## config.mk

```make
export PLATFORM = sky130hd
export DESIGN_NAME = spi_reg_bank_flat
export DESIGN_NICKNAME = d
export VERILOG_FILES = /design/src/rtl/spi_reg_bank_if.sv /design/src/rtl/spi_reg_bank.sv /design/src/flat_wrapper.sv
export SDC_FILE = /design/constraint.sdc
export NUM_CORES = 1
export LEC_CHECK = 0
export BUFFER_PORTS_ARGS = -buffer_cell sky130_fd_sc_hd__buf_4
export CAP_MARGIN = 40
export CORE_ASPECT_RATIO = 0.5
export CORE_UTILIZATION = 40
export DETAILED_ROUTE_END_ITERATION = 8
export SLEW_MARGIN = 15
export SYNTH_ARGS = -nofsm -noshare
export SYNTH_HDL_FRONTEND = slang
export SYNTH_SLANG_ARGS = --single-unit
```

## constraint.sdc

```tcl
create_clock -name clk -period 2 [get_ports clk]
set_input_delay 0 -clock clk [delete_from_list [all_inputs] [get_ports clk]]
set_output_delay 0 -clock clk [all_outputs]
set_load 0.05 [all_outputs]
```

## src/rtl/spi_reg_bank_if.sv

```systemverilog
// SPI pin bundle between an external controller (master) and spi_reg_bank (slave).
interface spi_reg_bank_if;
   logic sclk;
   logic cs_n;
   logic copi;
   logic cipo;
   logic cipo_oe;

   modport master (output sclk, cs_n, copi, input cipo, cipo_oe);
   modport slave  (input sclk, cs_n, copi, output cipo, cipo_oe);
endinterface

```

## src/rtl/spi_reg_bank.sv

```systemverilog
// Oversampled SPI mode-0 register bank with length-checked frames and a write strobe.
// Define SPI_REG_READBACK_EN to build the cipo readback shifter; otherwise cipo/cipo_oe are tied low.
module spi_reg_bank #(
   parameter int NUM_REGS = 5,
   parameter int DATA_W   = 8,
   parameter int ADDR_W   = 7
) (
   input  logic                         clk,
   input  logic                         rst_n,
   spi_reg_bank_if.slave                spi,
   output logic [NUM_REGS*DATA_W-1:0]   regs,
   output logic                         wr_strobe,
   output logic [ADDR_W-1:0]            wr_addr,
   output logic                         frame_err
);

   localparam int FRAME_W = 1 + ADDR_W + DATA_W;
   localparam int CNT_W   = $clog2(FRAME_W + 1);
   localparam logic [CNT_W-1:0] CNT_CMD_END = CNT_W'(1 + ADDR_W);
   localparam logic [CNT_W-1:0] CNT_FRAME   = CNT_W'(FRAME_W);
   localparam logic [CNT_W-1:0] CNT_MAX     = CNT_W'(FRAME_W + 1);

   typedef enum logic [1:0] {S_IDLE, S_CMD, S_DATA, S_WAIT} state_t;

   state_t              state, state_nxt;
   logic [2:0]          sclk_sync, cs_sync;
   logic [1:0]          copi_sync;
   logic [CNT_W-1:0]    cnt;
   logic [FRAME_W-1:0]  rx;
   logic                addr_ok;

   // NOTE: sequential state uses non-blocking assignments only, so every flop samples pre-edge values.
   // cs_n syncs reset to its idle (high) level so releasing reset never fakes a chip-select edge.
   always_ff @(posedge clk or negedge rst_n) begin
      if (!rst_n) begin
         sclk_sync <= '0;
         cs_sync   <= '1;
         copi_sync <= '0;
      end else begin
         sclk_sync <= {sclk_sync[1:0], spi.sclk};
         cs_sync   <= {cs_sync[1:0], spi.cs_n};
         copi_sync <= {copi_sync[0], spi.copi};
      end
   end

   wire sclk_rise = sclk_sync[1] & ~sclk_sync[2];
   wire cs_fall   = ~cs_sync[1] & cs_sync[2];
   wire cs_rise   = cs_sync[1] & ~cs_sync[2];
   wire cs_low    = ~cs_sync[1];

   wire                rx_rw   = rx[FRAME_W-1];
   wire [ADDR_W-1:0]   rx_addr = rx[FRAME_W-2 -: ADDR_W];
   wire [DATA_W-1:0]   rx_data = rx[DATA_W-1:0];

   always_ff @(posedge clk or negedge rst_n) begin
      if (!rst_n) state <= S_IDLE;
      else        state <= state_nxt;
   end

   // NOTE: every combinational output gets a default first, so no path can infer a latch.
   always_comb begin
      state_nxt = state;
      unique case (state)
         S_IDLE: if (cs_fall) state_nxt = S_CMD;
         S_CMD:  if (cnt == CNT_CMD_END) state_nxt = S_DATA;
         S_DATA: if (cnt == CNT_FRAME) state_nxt = S_WAIT;
         S_WAIT: state_nxt = S_WAIT;
         default: state_nxt = S_IDLE;
      endcase
      if (cs_rise)                         state_nxt = S_IDLE;
      else if (cs_fall && state != S_IDLE) state_nxt = S_CMD;
   end

   // Counter saturates one past a full frame so over-long frames stay distinguishable.
   always_ff @(posedge clk or negedge rst_n) begin
      if (!rst_n) begin
         cnt <= '0;
         rx  <= '0;
      end else if (cs_fall || cs_rise) begin
         cnt <= '0;
      end else if (sclk_rise && cs_low && state != S_IDLE) begin
         rx <= {rx[FRAME_W-2:0], copi_sync[1]};
         if (cnt != CNT_MAX) cnt <= cnt + 1'b1;
      end
   end

   always_comb begin
      addr_ok = 1'b0;
      for (int k = 0; k < NUM_REGS; k++)
         if (rx_addr == ADDR_W'(k)) addr_ok = 1'b1;
   end

   // NOTE: the bank is small and directly visible on the outputs, so every register is reset.
   always_ff @(posedge clk or negedge rst_n) begin
      if (!rst_n) begin
         regs      <= '0;
         wr_strobe <= 1'b0;
         wr_addr   <= '0;
         frame_err <= 1'b0;
      end else begin
         wr_strobe <= 1'b0;
         frame_err <= 1'b0;
         if (cs_rise) begin
            if (cnt == CNT_FRAME) begin
               if (rx_rw && addr_ok) begin
                  for (int k = 0; k < NUM_REGS; k++)
                     if (rx_addr == ADDR_W'(k)) regs[k*DATA_W +: DATA_W] <= rx_data;
                  wr_strobe <= 1'b1;
                  wr_addr   <= rx_addr;
               end
            end else if (cnt != '0) begin
               frame_err <= 1'b1;
            end
         end
      end
   end

`ifdef SPI_REG_READBACK_EN
   logic [DATA_W-1:0] tx_sr, rd_word;
   logic              cipo_q;
   wire               sclk_fall = ~sclk_sync[1] & sclk_sync[2];

   // Address bits sit at the bottom of rx right after the last address bit arrives.
   always_comb begin
      rd_word = '0;
      for (int k = 0; k < NUM_REGS; k++)
         if (rx[ADDR_W-1:0] == ADDR_W'(k)) rd_word = regs[k*DATA_W +: DATA_W];
   end

   always_ff @(posedge clk or negedge rst_n) begin
      if (!rst_n) begin
         tx_sr  <= '0;
         cipo_q <= 1'b0;
      end else if (state == S_IDLE) begin
         cipo_q <= 1'b0;
      end else if (state == S_CMD && cnt == CNT_CMD_END) begin
         tx_sr <= rd_word;
      end else if (sclk_fall && state inside {S_DATA, S_WAIT}) begin
         cipo_q <= tx_sr[DATA_W-1];
         tx_sr  <= {tx_sr[DATA_W-2:0], 1'b0};
      end
   end

   assign spi.cipo_oe = cs_low;
   assign spi.cipo    = cipo_q & cs_low;
`else
   assign spi.cipo_oe = 1'b0;
   assign spi.cipo    = 1'b0;
`endif

endmodule

```

## src/flat_wrapper.sv

```systemverilog
// flat-port wrapper written by rule: the top's interface ports become plain ports
module spi_reg_bank_flat 
#(
   parameter int NUM_REGS = 5,
   parameter int DATA_W   = 8,
   parameter int ADDR_W   = 7
)
  (clk, rst_n, regs, wr_strobe, wr_addr, frame_err, spi_sclk, spi_cs_n, spi_copi, spi_cipo, spi_cipo_oe);
  spi_reg_bank_if spi_i ();
  input  logic clk;
  input  logic rst_n;
  output logic [NUM_REGS*DATA_W-1:0] regs;
  output logic wr_strobe;
  output logic [ADDR_W-1:0] wr_addr;
  output logic frame_err;
  input wire logic [$bits(spi_i.sclk)-1:0] spi_sclk;
  input wire logic [$bits(spi_i.cs_n)-1:0] spi_cs_n;
  input wire logic [$bits(spi_i.copi)-1:0] spi_copi;
  output wire logic [$bits(spi_i.cipo)-1:0] spi_cipo;
  output wire logic [$bits(spi_i.cipo_oe)-1:0] spi_cipo_oe;
  assign spi_i.sclk = spi_sclk;
  assign spi_i.cs_n = spi_cs_n;
  assign spi_i.copi = spi_copi;
  assign spi_cipo = spi_i.cipo;
  assign spi_cipo_oe = spi_i.cipo_oe;
  spi_reg_bank #(.NUM_REGS(NUM_REGS), .DATA_W(DATA_W), .ADDR_W(ADDR_W)) u_core (.clk(clk), .rst_n(rst_n), .spi(spi_i), .regs(regs), .wr_strobe(wr_strobe), .wr_addr(wr_addr), .frame_err(frame_err));
endmodule
```

==> results of run 1 <==
-- state kept, by name (all words and copies together), names as in the netlist --
signal / flops
u_core.frame_err: 1
u_core.regs: 40
u_core.state: 2
u_core.cnt: 5
u_core.wr_addr: 7
u_core.rx: 16
u_core.copi_sync: 2
u_core.wr_strobe: 1
u_core.cs_sync: 3
u_core.sclk_sync: 3
-- cell usage in the layout, fill, tap and decap left out, drive strengths merged, types with 2 or more instances in the layout --
master	instances
o21ai	2
buf	68
nor4	2
o21a	2
clkbuf	13
ha	5
nand2	8
o31ai	2
nand4	5
nor4bb	4
clkinvlp	2
a21oi	2
nor2b	5
nor2	4
dfstp	3
mux2	59
dfrtp	77
nor4b	3
conb	2
dlygate4sd3	4
mux2i	3
inv	6
or4	4
-- path summary, 6_finish.rpt --
kind | end | slack [ps] | cells past startpoint
setup / recovery | u_core.rx[13] | 50 | 5
hold / removal | u_core.regs[34] | 150 | 2
setup reg to reg | u_core.rx[13] | 50 | 5
hold reg to reg | u_core.sclk_sync[1] | 360 | 0
max in group asynchronous | u_core.cs_sync[1] | 1200 | 3
min in group clk | u_core.sclk_sync[0] | 320 | 2
-- cells in the mapped netlist, drive strengths merged, types with 2 or more instances --
cell    instances
nand2           8
dfrtp          77
a21oi           2
nor4bb          4
dfstp           3
nor4            2
o21ai           2
buf             6
o21a            2
ha              5
nor2b           5
mux2           59
mux2i           3
inv             6
o31ai           2
nor4b           3
or4             3
nand4           5
nor2            4
-- metal layers --
layer  vias to the layer above  share of wire (%)
met2                        33                 48
met1                      1017                 47
met4                         0                1.6
met3                         9                3.6
met5                         -                  0
li1                        919                  -
-- cells by family (layout without fill, tap and decap cells) --
group	after synthesis	count (layout)	synth area share (%)
adder cells (fa/ha/maj)	5	5	1.92
flip-flops	80	80	61.4
multiplexers	62	62	22.4
other	1	2	0.115
buffers and inverters	13	93	2.53
AND/OR/NAND/NOR	41	42	9.62
AO/OA/AOI/OAI	10	10	1.99
-- metrics by stage --
step	utilization [%]	area (um^2)	power, mW	TNS [ps]	hold WS (ps)
after detailed placement	51.9	3940	1.89	0	-28.4
final	56.3	4280	3.35	0	148
after CTS	56.0	4260	3.41	-1.77	153
after floorplan	-	3280	1.81	-1010	-296
after global placement	51.9	3940	1.88	0	-38.1
after global routing	56.3	4280	3.51	0	196
-- cell type report --
cell class / count / area, um^2
inverters: 6 / 22.5
multi-input cells: 121 / 1210
repair buffers: 72 / 626
clock buffers: 13 / 260
well taps: 108 / 135
clock inverters: 2 / 15.0
flip-flops and latches: 80 / 2010
fillers: 649 / 3320
-- worst register-to-register path: stages, from the launching register on --
cell	delay [ps]
sky130_fd_sc_hd__dfstp_2	550
sky130_fd_sc_hd__inv_2	50
sky130_fd_sc_hd__ha_4	260
sky130_fd_sc_hd__inv_2	50
sky130_fd_sc_hd__or4_4	600
sky130_fd_sc_hd__mux2_4	340
-- power by group through the flow --
| stage | clock network (mW) | logic [mW] | registers (mW) |
|---|---|---|---|
| final | 1.49 | 0.153 | 1.71 |
| after global routing | 1.62 | 0.171 | 1.72 |
| after detailed placement | 0 | 0.145 | 1.74 |
| after CTS | 1.54 | 0.153 | 1.71 |
| after floorplan | 0 | 0.0823 | 1.73 |
| after global placement | 0 | 0.140 | 1.74 |
-- what timing repair did --
action | in CTS | in global routing
hold buffers | 4 | 0
gates resized for setup | 0 | 2
hold endpoints to repair | 35 | 0
setup buffers | 0 | 0
cloned | 0 | 1
pin swaps | 1 | 0
endpoints found under the setup margin | 4 | 50
==> results.toml, run 1 <==
[yosys]
synthesis.area_per_instance_um2 = 15.4
synth-edff-count = 0
combined_area_of_all_synthesized_cells_um2 = 3270
ys_seq_area_share_pct = 61.4
synthCells = 212
yosysTopAreaCell = "sky130_fd_sc_hd__dfrtp_1"
yosys-top-cells-area = "sky130_fd_sc_hd__dfrtp_1 59%, sky130_fd_sc_hd__mux2_2 17%, sky130_fd_sc_hd__mux2_4 4.6%"
synthesis.yosys.warnings = 0
area_fraction_of_the_dominant_cell_type_after_synthesis_pct = 59.0
post_synth_num_cell_types = 38
synth.ff_latch_count = 80
synthArstFlopShare_pct = 100
synth_flop_type = "sky130_fd_sc_hd__dfrtp_1"

[place]
detailedPlacementHpwl_mm = 4.11
buffer_ports.inserted = 53
pre_cts_slack_ps = 11.5
dpl.cell_count = 382
gp_routability_congestion = 0.733

[grt]
global_route_wire_length_before_repair_mm = 10.4
antenna_found_initial = 0
first_global_vias = 2067
globalRoute.busiestLayer = "met2"
grt_start_max_net_pins = 49
grt_util_met2_pct = 27.5
total_grt_usage_pct = 16.6
grtUsageMet1_pct = 20.1
met3_usage_pct = 5.10
grt.overflow.total = 0

[route]
routed_via_density = 4.92
remaining_drc_errors = 0
detailedRoute.firstIterationViolations = 76
antenna_violating_nets_post_route = 0
wire_per_inst_um = 15.5
firstDrtPassIters = 4
drt-total-wl_mm = 6.24
vias = 1978

[critical_path]
critical_path.top_delay_family = "simple AND/OR/NAND/NOR gates"
cpPeakStageDelay_ps = 600
data_required_time_at_the_worst_endpoint_ps = 2210
setup.worst_path.start_class = "flip-flop"
cpMostUsedCell = "sky130_fd_sc_hd__inv_2"
critical_path.startpoint = "u_core.cs_sync[1]"
cp_cell_instances = "inv_2, ha_4, inv_2, or4_4, mux2_4"
worst-path-buf-inv = 2
timing.setup.critical_path_class = "reg2reg"
crit_arrival_ps = 2160
critical_path.endpoint_type = "flip-flop"
timing.critical_path.slowest_stage_cell = "sky130_fd_sc_hd__or4_4"
rr_startpoint = "u_core.cs_sync[1]"
critPathMaxFanout = 8

[cts]
cts_tree = "yes"
htree_num_levels = 3
cts-buffers-inserted = 9
clockBufferDepth = 2
cts_num_sinks = 80
clk_root_buffer_cell = "sky130_fd_sc_hd__clkbuf_16"
clk-insertion-delay-late_ps = 330
path_clk_slew_ps = 60

[sta]
timing.max_slew.rel_slack_pct = 63.6
timing.final.hold_violations = 0
fin_crit_sh_pct = 97.7
worst-slew-pin-transition_ps = 541
report.final.slew_viol_count = 0
max_freq_mhz = 512
final-setup-viol-count = 0
post-route-worst-setup-slack_ps = 46.3
finalCriticalPeriod_ps = 1950
grt_setup_unrepaired = "false"
final.setup_skew_ps = 5.91

[pwr]
switching_component_of_the_power_mw = 0.725
p_leak_nw = 2.21
max-vdd-ir-drop_mv = 0.491
share_comb_of_total_power_pct = 4.6
power.density_cell_area_nw_per_um2 = 785
sw_frac_of_total_pct = 21.6
clock_power_share_pct = 44.4
power.share.sequential_pct = 51.0
internal_power_mw = 2.63

[floorplanning]
row_count = 22
top_level_ports = 56
floorplan_die_area_um2 = 8550
die_height_um = 65.9
core_area_um2 = 7600
start_util_pct = 43.0
chipWidth_um = 130

[layout]
layout-area-overhead-vs-synth_pct = 30.9
instances_no_fill = 402
ratio_of_cells_with_drive_above_1_in_the_final_layout_pct = 53.1
design.final.nets = 300
antenna_cells_inserted = 0

[status]
status = "completed"

[flow_run]
max_cap_violations = 0

[worst_hold_path]
hold_class = "in2async"
No activity file was read; power rests on OpenSTA's default activity.
==> run 2, diff against run 1 <==
- GPL_ROUTABILITY_DRIVEN: default -> 0
- SLEW_MARGIN: 15 -> 20
- clock period: 2 -> 2.1 ns (I/O delays scaled with it)
==> results.toml, run 2 (synthesis gave the netlist of run 1 again) <==
[cts]
path_clk_slew_ps = 60
cts_tree = "yes"
clk_root_buffer_cell = "sky130_fd_sc_hd__clkbuf_16"
htree_num_levels = 3
cts_num_sinks = 80
cts-buffers-inserted = 9
clockBufferDepth = 2
clk-insertion-delay-late_ps = 330

[critical_path]
timing.critical_path.slowest_stage_cell = "sky130_fd_sc_hd__or4_4"
critical_path.endpoint_type = "flip-flop"
setup.worst_path.start_class = "flip-flop"
data_required_time_at_the_worst_endpoint_ps = 2310
crit_arrival_ps = 2260
critPathMaxFanout = 8
cp_cell_instances = "inv_2, ha_4, inv_4, or4_4, mux2_4"
ff2ff_setup_slack_ps = 50
timing.setup.critical_path_class = "reg2reg"
cpPeakStageDelay_ps = 630

[status]
status = "completed"

[worst_hold_path]
hold_class = "in2async"

[floorplanning]
start_util_pct = 43.0
core_area_um2 = 7600
chipWidth_um = 130
row_count = 22
top_level_ports = 56
die_height_um = 65.9
floorplan_die_area_um2 = 8550

[grt]
antenna_found_initial = 0
grt_start_max_net_pins = 43
global_route_wire_length_before_repair_mm = 10.2
total_grt_usage_pct = 16.5
grt.overflow.total = 0
first_global_vias = 1985

[sta]
final.setup_skew_ps = 4.87
worst-slew-pin-transition_ps = 568
final-setup-viol-count = 0
post-route-worst-setup-slack_ps = 50.2
totalNegativeSetupSlack_ps = 0
grt_setup_unrepaired = "true"
timing.max_slew.rel_slack_pct = 61.8
finalCriticalPeriod_ps = 2050
timing.final.hold_violations = 0
max_freq_mhz = 488
fin_crit_sh_pct = 97.6
report.final.slew_viol_count = 0

[pwr]
max-vdd-ir-drop_mv = 0.469
power.density_cell_area_nw_per_um2 = 811
p_leak_nw = 2.20
final_total_pwr_mw = 3.44

[route]
vias = 1941
antenna_violating_nets_post_route = 0
remaining_drc_errors = 0
drt-total-wl_mm = 6.18
firstDrtPassIters = 4
wire_per_inst_um = 15.4
routed_via_density = 4.85
detailedRoute.firstIterationViolations = 78

[layout]
antenna_cells_inserted = 0
finish.instance_area_um2 = 4240
reg_top3 = "u_core.regs (40), u_core.rx (16), u_core.wr_addr (7)"
mostFrequentLayoutCell = "sky130_fd_sc_hd__dfrtp_1"
largest_reg_flops = 40
layout.filler_cells = 652
layout.cells.most_common_list = "77 x sky130_fd_sc_hd__dfrtp_1, 65 x sky130_fd_sc_hd__buf_4, 49 x sky130_fd_sc_hd__mux2_2"
ratio_of_cells_with_drive_above_1_in_the_final_layout_pct = 53.1
layout-area-overhead-vs-synth_pct = 29.9
design.final.nets = 298
max_flop_register = "u_core.regs"
regArea_um2 = 2010
area_used_by_multi_input_combinational_logic_um2 = 1210

[place]
pre_cts_slack_ps = 26.9
place_area_um2 = 3850
buffer_ports.inserted = 53
detailedPlacementHpwl_mm = 4.02

[flow_run]
max_cap_violations = 0
run 2: changes by cell type in the layout (fill, tap and decap cells not counted):
cell,previous run,this run
sky130_fd_sc_hd__buf_12,6,1
sky130_fd_sc_hd__buf_4,62,65
sky130_fd_sc_hd__bufinv_16,0,2
sky130_fd_sc_hd__clkbuf_1,2,1
sky130_fd_sc_hd__clkinv_2,0,1
sky130_fd_sc_hd__clkinvlp_4,2,0
sky130_fd_sc_hd__ha_1,4,3
sky130_fd_sc_hd__ha_2,0,1
sky130_fd_sc_hd__inv_2,2,1
sky130_fd_sc_hd__inv_4,0,1
sky130_fd_sc_hd__nor4bb_1,3,4
sky130_fd_sc_hd__nor4bb_2,1,0
run 2: worst paths after layout:
kind                                      from                  end  cells past startpoint
min in group clk                      spi_cs_n    u_core.cs_sync[0]                      2
setup / recovery             u_core.cs_sync[1]        u_core.rx[11]                      5
hold / removal                           rst_n      u_core.regs[34]                      2
hold reg to reg            u_core.copi_sync[0]  u_core.copi_sync[1]                      0
setup reg to reg             u_core.cs_sync[1]        u_core.rx[11]                      5
max in group asynchronous                rst_n      u_core.state[0]                      3
run 2: timing repair:
item / 4_1_cts / 5_1_grt
endpoints found under the hold margin: 41 / 0
buffers inserted: 0 / 2
setup endpoints to repair: 0 / 19
hold buffers: 4 / 0
gates resized for setup: 0 / 3
run 2: per-layer routing:
layer	part of all wire (%)	up-vias	GRT usage, %
met4	1.8	0	8.72
met2	46	33	25.5
met1	49	984	21.1
li1	-	913	-
met5	0	-	0
met3	3.4	11	5.02
run 2: cell type report:
class	instances	area share, %
clock buffer	12	6.05
clock inverter	3	1.53
inverter	6	0.590
multi-input combinational	121	28.5
sequential	80	47.3
tap	108	3.18
timing repair buffer	70	12.9
run 2: worst max-delay path, delay by kind of cell, from the launching register on:
| family | cells | cell delay (ps) |
|---|---|---|
| adders and majority gates | 1 | 270 |
| DFF | 1 | 590 |
| muxes | 1 | 330 |
| and+or+nand+nor | 1 | 630 |
| buffers and inverters | 2 | 100 |
run 2: where the power goes:
part           leakage [nW]  total, mW  internal, mW  switching (mW)
clock                 0.159       1.67          1.10           0.570
combinational         0.951      0.142        0.0637          0.0785
sequential             1.09       1.63          1.58          0.0536
run 2: through the flow:
step                      std cells  util, %  hold WS [ps]
final                           400     55.8           179
after detailed placement        378     50.7          11.2
after CTS                       397     55.4           189
after global placement          377     50.4           109
after floorplan                 213        -          -296
after global routing            400     55.8           239
